==> config.mk <==
export PLATFORM = sky130hd
export DESIGN_NAME = mem_word_reader_flat
export DESIGN_NICKNAME = d
export VERILOG_FILES = /design/src/rtl/mem_word_reader_if.sv /design/src/rtl/mem_word_reader.sv /design/src/flat_wrapper.sv
export SDC_FILE = /design/constraint.sdc
export NUM_CORES = 1
export LEC_CHECK = 0
export CAP_MARGIN = 20
export CORE_MARGIN = 1
export CORE_UTILIZATION = 33
export DETAILED_ROUTE_END_ITERATION = 10
export SLEW_MARGIN = 20
export SYNTH_ARGS = -nofsm -noshare
export SYNTH_HDL_FRONTEND = slang
export SYNTH_SLANG_ARGS = --single-unit
export TNS_END_PERCENT = 10
==> constraint.sdc <==
create_clock -name clk -period 4.7 [get_ports clk]
set_input_delay 0.705 -clock clk [delete_from_list [all_inputs] [get_ports clk]]
set_output_delay 0.705 -clock clk [all_outputs]
set_load 0.01 [all_outputs]
==> src/rtl/mem_word_reader_if.sv <==
// Bundle between the byte-wide memory/FIFO read port, the word reader and its
// downstream word consumer. The master modport is the reader itself.
interface mem_word_reader_if #(
    parameter int DATA_W = 8,
    parameter int BYTES  = 4,
    parameter int CNT_W  = 16
);
    logic                      empty;
    logic                      read;
    logic [DATA_W-1:0]         mem_data;
    logic                      mem_valid;
    logic                      big;
    logic [DATA_W*BYTES-1:0]   word_out;
    logic                      word_valid;
    logic                      word_ready;
    logic [CNT_W-1:0]          word_cnt;
    logic                      underrun_err;

    modport master (
        input  empty,
        input  mem_data,
        input  mem_valid,
        input  big,
        input  word_ready,
        output read,
        output word_out,
        output word_valid,
        output word_cnt,
        output underrun_err
    );

    modport slave (
        output empty,
        output mem_data,
        output mem_valid,
        output big,
        output word_ready,
        input  read,
        input  word_out,
        input  word_valid,
        input  word_cnt,
        input  underrun_err
    );
endinterface

==> src/rtl/mem_word_reader.sv <==
// Pulls bytes from a byte-wide memory, packs BYTES of them into a word in the
// selected byte order and hands words downstream over valid/ready.
module mem_word_reader #(
    parameter int DATA_W = 8,
    parameter int BYTES  = 4,
    parameter int CNT_W  = 16
) (
    input  logic             clk,
    input  logic             reset,
    mem_word_reader_if.master bus
);
    localparam int WORD_W = DATA_W * BYTES;
    localparam int AW     = $clog2(BYTES + 1);
    localparam logic [AW:0]   LIMIT = (AW+1)'(BYTES);
    localparam logic [AW-1:0] FULL  = AW'(BYTES);

    typedef enum logic [1:0] {
        IDLE,
        FILL,
        HOLD
    } state_t;

    state_t              state_reg, state_next;
    logic [AW-1:0]       asm_cnt_reg, asm_cnt_next;
    logic [AW-1:0]       inflight_reg, inflight_next;
    logic [WORD_W-1:0]   asm_reg, asm_next;
    logic [WORD_W-1:0]   word_reg, word_next;
    logic                word_valid_reg, word_valid_next;
    logic [CNT_W-1:0]    word_cnt_reg, word_cnt_next;
    logic                big_lat_reg, big_lat_next;
    logic                underrun_reg, underrun_next;

    logic                rd;
    logic                capture;
    logic                stray;
    logic                transfer;
    logic                consume;
    logic                big_eff;
    logic [AW:0]         budget_used;
    logic [BYTES-1:0]    lane_hit;
    logic [BYTES-1:0]    slot_we;

    // Bytes already held plus bytes still in flight may never exceed one word,
    // so a returning byte always has a free lane regardless of read latency.
    assign budget_used = {1'b0, asm_cnt_reg} + {1'b0, inflight_reg};
    assign rd          = !reset && !bus.empty && (budget_used < LIMIT);
    assign capture     = bus.mem_valid && (inflight_reg != '0);
    assign stray       = bus.mem_valid && (inflight_reg == '0);
    assign transfer    = (state_reg == HOLD) && (!word_valid_reg || bus.word_ready);
    assign consume     = word_valid_reg && bus.word_ready;

    // Lane 0 uses the live BIG input; later lanes use the value latched with it.
    assign big_eff     = (asm_cnt_reg == '0) ? bus.big : big_lat_reg;

    generate
        for (genvar gi = 0; gi < BYTES; gi++) begin : g_lane
            assign lane_hit[gi] = capture && (asm_cnt_reg == AW'(gi));
            // Slot gi holds lane gi little-endian, lane BYTES-1-gi big-endian.
            assign slot_we[gi]  = big_eff ? lane_hit[BYTES-1-gi] : lane_hit[gi];
            assign asm_next[DATA_W*gi +: DATA_W] =
                slot_we[gi] ? bus.mem_data : asm_reg[DATA_W*gi +: DATA_W];
        end
    endgenerate

    always_comb begin
        inflight_next   = inflight_reg;
        asm_cnt_next    = asm_cnt_reg;
        big_lat_next    = big_lat_reg;
        underrun_next   = underrun_reg | stray;
        word_next       = word_reg;
        word_valid_next = word_valid_reg;
        word_cnt_next   = word_cnt_reg;

        case ({rd, capture})
            2'b10:   inflight_next = inflight_reg + AW'(1);
            2'b01:   inflight_next = inflight_reg - AW'(1);
            default: inflight_next = inflight_reg;
        endcase

        if (capture) begin
            asm_cnt_next = asm_cnt_reg + AW'(1);
            if (asm_cnt_reg == '0) begin
                big_lat_next = bus.big;
            end
        end

        if (consume) begin
            word_cnt_next   = word_cnt_reg + CNT_W'(1);
            word_valid_next = 1'b0;
        end

        // A reload in the same cycle as a consume keeps valid high.
        if (transfer) begin
            word_next       = asm_reg;
            word_valid_next = 1'b1;
            asm_cnt_next    = '0;
        end
    end

    always_comb begin
        state_next = state_reg;
        case (state_reg)
            IDLE: begin
                if (asm_cnt_next != '0 || inflight_next != '0) begin
                    state_next = FILL;
                end
            end
            FILL: begin
                if (asm_cnt_next == FULL) begin
                    state_next = HOLD;
                end else if (asm_cnt_next == '0 && inflight_next == '0) begin
                    state_next = IDLE;
                end
            end
            HOLD: begin
                if (transfer) begin
                    state_next = (inflight_next != '0) ? FILL : IDLE;
                end
            end
            default: state_next = IDLE;
        endcase
    end

    always_ff @(posedge clk) begin
        if (reset) begin
            state_reg      <= IDLE;
            asm_cnt_reg    <= '0;
            inflight_reg   <= '0;
            asm_reg        <= '0;
            word_reg       <= '0;
            word_valid_reg <= 1'b0;
            word_cnt_reg   <= '0;
            big_lat_reg    <= 1'b0;
            underrun_reg   <= 1'b0;
        end else begin
            state_reg      <= state_next;
            asm_cnt_reg    <= asm_cnt_next;
            inflight_reg   <= inflight_next;
            asm_reg        <= asm_next;
            word_reg       <= word_next;
            word_valid_reg <= word_valid_next;
            word_cnt_reg   <= word_cnt_next;
            big_lat_reg    <= big_lat_next;
            underrun_reg   <= underrun_next;
        end
    end

    assign bus.read         = rd;
    assign bus.word_out     = word_reg;
    assign bus.word_valid   = word_valid_reg;
    assign bus.word_cnt     = word_cnt_reg;
    assign bus.underrun_err = underrun_reg;
endmodule

==> src/flat_wrapper.sv <==
// flat-port wrapper written by rule: the top's interface ports become plain ports
module mem_word_reader_flat 
#(
    parameter int DATA_W = 8,
    parameter int BYTES  = 4,
    parameter int CNT_W  = 16
)
  (clk, reset, bus_empty, bus_mem_data, bus_mem_valid, bus_big, bus_word_ready, bus_read, bus_word_out, bus_word_valid, bus_word_cnt, bus_underrun_err);
  mem_word_reader_if #(.DATA_W(DATA_W), .BYTES(BYTES), .CNT_W(CNT_W)) bus_i ();
  input  logic clk;
  input  logic reset;
  input wire logic [$bits(bus_i.empty)-1:0] bus_empty;
  input wire logic [$bits(bus_i.mem_data)-1:0] bus_mem_data;
  input wire logic [$bits(bus_i.mem_valid)-1:0] bus_mem_valid;
  input wire logic [$bits(bus_i.big)-1:0] bus_big;
  input wire logic [$bits(bus_i.word_ready)-1:0] bus_word_ready;
  output wire logic [$bits(bus_i.read)-1:0] bus_read;
  output wire logic [$bits(bus_i.word_out)-1:0] bus_word_out;
  output wire logic [$bits(bus_i.word_valid)-1:0] bus_word_valid;
  output wire logic [$bits(bus_i.word_cnt)-1:0] bus_word_cnt;
  output wire logic [$bits(bus_i.underrun_err)-1:0] bus_underrun_err;
  assign bus_i.empty = bus_empty;
  assign bus_i.mem_data = bus_mem_data;
  assign bus_i.mem_valid = bus_mem_valid;
  assign bus_i.big = bus_big;
  assign bus_i.word_ready = bus_word_ready;
  assign bus_read = bus_i.read;
  assign bus_word_out = bus_i.word_out;
  assign bus_word_valid = bus_i.word_valid;
  assign bus_word_cnt = bus_i.word_cnt;
  assign bus_underrun_err = bus_i.underrun_err;
  mem_word_reader #(.DATA_W(DATA_W), .BYTES(BYTES), .CNT_W(CNT_W)) u_core (.clk(clk), .reset(reset), .bus(bus_i));
endmodule
==> results.yml <==
timing:
  worst_pin_slew_ps: 947
  post-route-min-period_ps: 3240
  setup_violations: 0
  clock.fmax_mhz: 309
  finClkSkew_ps: 16.3
  fin_crit_sh: 0.689
  fin_ws_ps: 1460
  setup_tns_ps: 0
  slew_headroom: 0.368
  rsz0062_at_grt: "no"
  drv_slew: 0
  finalHoldViolCount: 0
place:
  place.gp.congestion: 0.762
  portBuffers: 64
  dp_slack_ps: 1390
  dpl.hpwl_mm: 5.59
drt:
  dr.pass1.iters: 5
  vias: 3013
  vias_per_cell: 4.84
  wire_per_inst_um: 13.3
  drc_errors: 0
  routed_wl_mm: 8.30
  detail-route-antenna-nets: 0
  drtIter0Drc: 114
die:
  die_area_um2: 11800
  std_cell_rows: 38
  dieHeight_um: 109
  core_area_um2: 11000
  io_pins: 65
  start_util: 0.342
  die_w_um: 109
outcome:
  status: "finished clean"
critical_path:
  cp_num_cells: 5
  slowest_stage: "clkdlybuf4s50_1"
  crit_end: "bus_read"
  reg2reg_to: "u_core.state_reg[0]"
  reg2reg_depth: 11
  crit_type: "reg -> out"
  path_buf_inv: 2
  worstPathArrival_ps: 2530
  endpoint_kind: "output pin"
  critical-path-top-delay-family: "buffers and inverters"
  critPathRequiredTime_ps: 3990
  path_cells: "ha_1 > or4_1 > a311o_1 > inv_1 > clkdlybuf4s50_1"
  timing.rr.start: "u_core.asm_cnt_reg[2]"
  cp-startpoint: "u_core.asm_cnt_reg[2]"
  reg2reg_setup_slack_ps: 1750
  max_stage_delay_ps: 520
  start_kind: "flip-flop"
  crit_path_max_fanout: 7
yosys:
  ys_ff_latch: 91
  synth-simple-area-share: 0.222
  synth_top_area_frac: 0.485
  synth_edf_count: 0
  yosys.area.top_type: "dfxtp_1"
  synth_top_family_by_area: "simple AND/OR/NAND/NOR gates"
  synth_cells: 420
  synth.most_common_cell: "dfxtp_1"
  synthTopCellsByCount: "91 x dfxtp_1, 75 x nand2_1, 44 x a21oi_1, 38 x nor2_1, 34 x mux2i_1"
  synth_compound_area_frac: 0.0989
  synth_area_leaders: "dfxtp_1 48%, mux2i_1 9.1%, nand2_1 7.5%"
  yosysUniqueCellTypes: 42
  synth_fa_ha_area_frac: 0.0353
  synthMuxAreaShare: 0.0936
  synthArstFlopShare: 0
  syn_area_per_cell_um2: 8.95
  synth_xor_area_frac: 0.0350
  synth-main-ff-cell: "dfxtp_1"
  ys_warn_count: 0
  synthesis.nets: 444
  syn_area_um2: 3760
  yosysSeqAreaShare: 0.485
global_route:
  grt_usage: 0.149
  grt_max_degree: 100
  grt_pass1_vias: 2837
  grt_overflow: 0
  grt_pass1_wl_mm: 13.7
  antenna_found_initial: 0
clock_network:
  clk_pin_slew_ps: 60
  clk_latency_ps: 340
  cts-hold-fix-buffers: 0
  numCtsBuffers: 9
  clockBufferDepth: 2
  clock_sinks: 91
  clock-root-buffer: "clkbuf_16"
  cts_max_level: 3
  cts-resized-gates: 0
  cts_tree: "done"
  post-cts-setup-buffers: 0
worst_hold_path:
  worstHoldPathCells: 2
  worstHoldStart: "u_core.bus.word_out[10]"
  hold_path_class: "reg -> reg"
cells_and_area:
  syn2layout_area_growth_pct: 29.2
  fin_nets: 502
  antennaDiodeCount: 0
  multi_input_area_um2: 1820
  drive_gt1_frac: 0.0600
  nFillCells: 1080
  fin_util: 0.442
  regArea_um2: 1820
power_and_ir_drop:
  p_per_area_nw_per_um2: 429
  ir_drop_mv: 0.213
  power_leakage_uw: 0.00175
run:
  maxCapViolCount: 0
worst min-delay path by stage:
stage | endpoint | slack, ps
2_1_floorplan | u_core.bus.word_out[24] | 430
3_3_place_gp | u_core.bus.word_out[0] | 440
3_5_place_dp | u_core.bus.word_out[6] | 450
4_1_cts | u_core.bus.word_out[27] | 450
5_1_grt | u_core.bus.word_out[19] | 470
6_report | u_core.bus.word_out[10] | 450
final cells by class:
| class | instances | share of cell area |
|---|---|---|
| clock inverter | 7 | 0.0193 |
| timing repair buffer | 67 | 0.140 |
| clock buffer | 9 | 0.0464 |
| inverter | 10 | 0.00773 |
| tap | 140 | 0.0361 |
| sequential | 91 | 0.375 |
| multi-input combinational | 299 | 0.376 |
worst min-delay path, cell delays in order (launching register included):
cell     delay, ps
dfxtp_1        310
nand2_1         50
a21oi_1         50
layer usage:
metal | share of wire | vias to the layer above | GRT usage
met5 | 0 | - | 0
met3 | 0.034 | 10 | 0.0239
li1 | - | 1536 | -
met1 | 0.48 | 1396 | 0.194
met2 | 0.47 | 71 | 0.249
met4 | 0.016 | 0 | 0.0569
cells in the final DEF (no fill, tap or decap), types with 2 or more instances in the layout:
cell type         n
a211oi_1          2
a21oi_1          44
and2_1            2
buf_4             2
clkbuf_16         9
clkdlybuf4s50_1  63
dfxtp_1          91
ha_1              9
inv_1            10
inv_8             2
mux2i_1          34
nand2_1          75
nand2b_1         26
nand3_1           5
nand4_1           6
nor2_1           37
nor3_1            9
nor4_1            2
o21a_1            2
o21ai_0           5
or3_1             5
xnor2_1           6
xor2_1            9
stage by stage:
stage	area (um2)	total power (uW)	instances	hold WS [ps]
2_1_floorplan	3760	1230	420	431
3_3_place_gp	4510	1320	606	438
3_5_place_dp	4540	1340	607	446
4_1_cts	4850	2100	623	455
5_1_grt	4850	2200	623	472
6_report	4850	2080	623	453
logic make-up (layout without fill, tap and decap cells):
logic type | count (synthesis) | count (layout)
flip-flops | 91 | 91
adder cells (fa/ha/maj) | 10 | 10
AND/OR/NAND/NOR | 177 | 177
multiplexers | 35 | 35
AO/OA/AOI/OAI | 62 | 62
XOR/XNOR | 15 | 15
buffers and inverters | 30 | 93
power breakdown:
group	switching, uW	total, uW	internal [uW]
Sequential	63.1	889	826
Combinational	246	435	189
Clock	333	760	427
Total	642	2080	1440
Power figures use the tool's default switching activity.
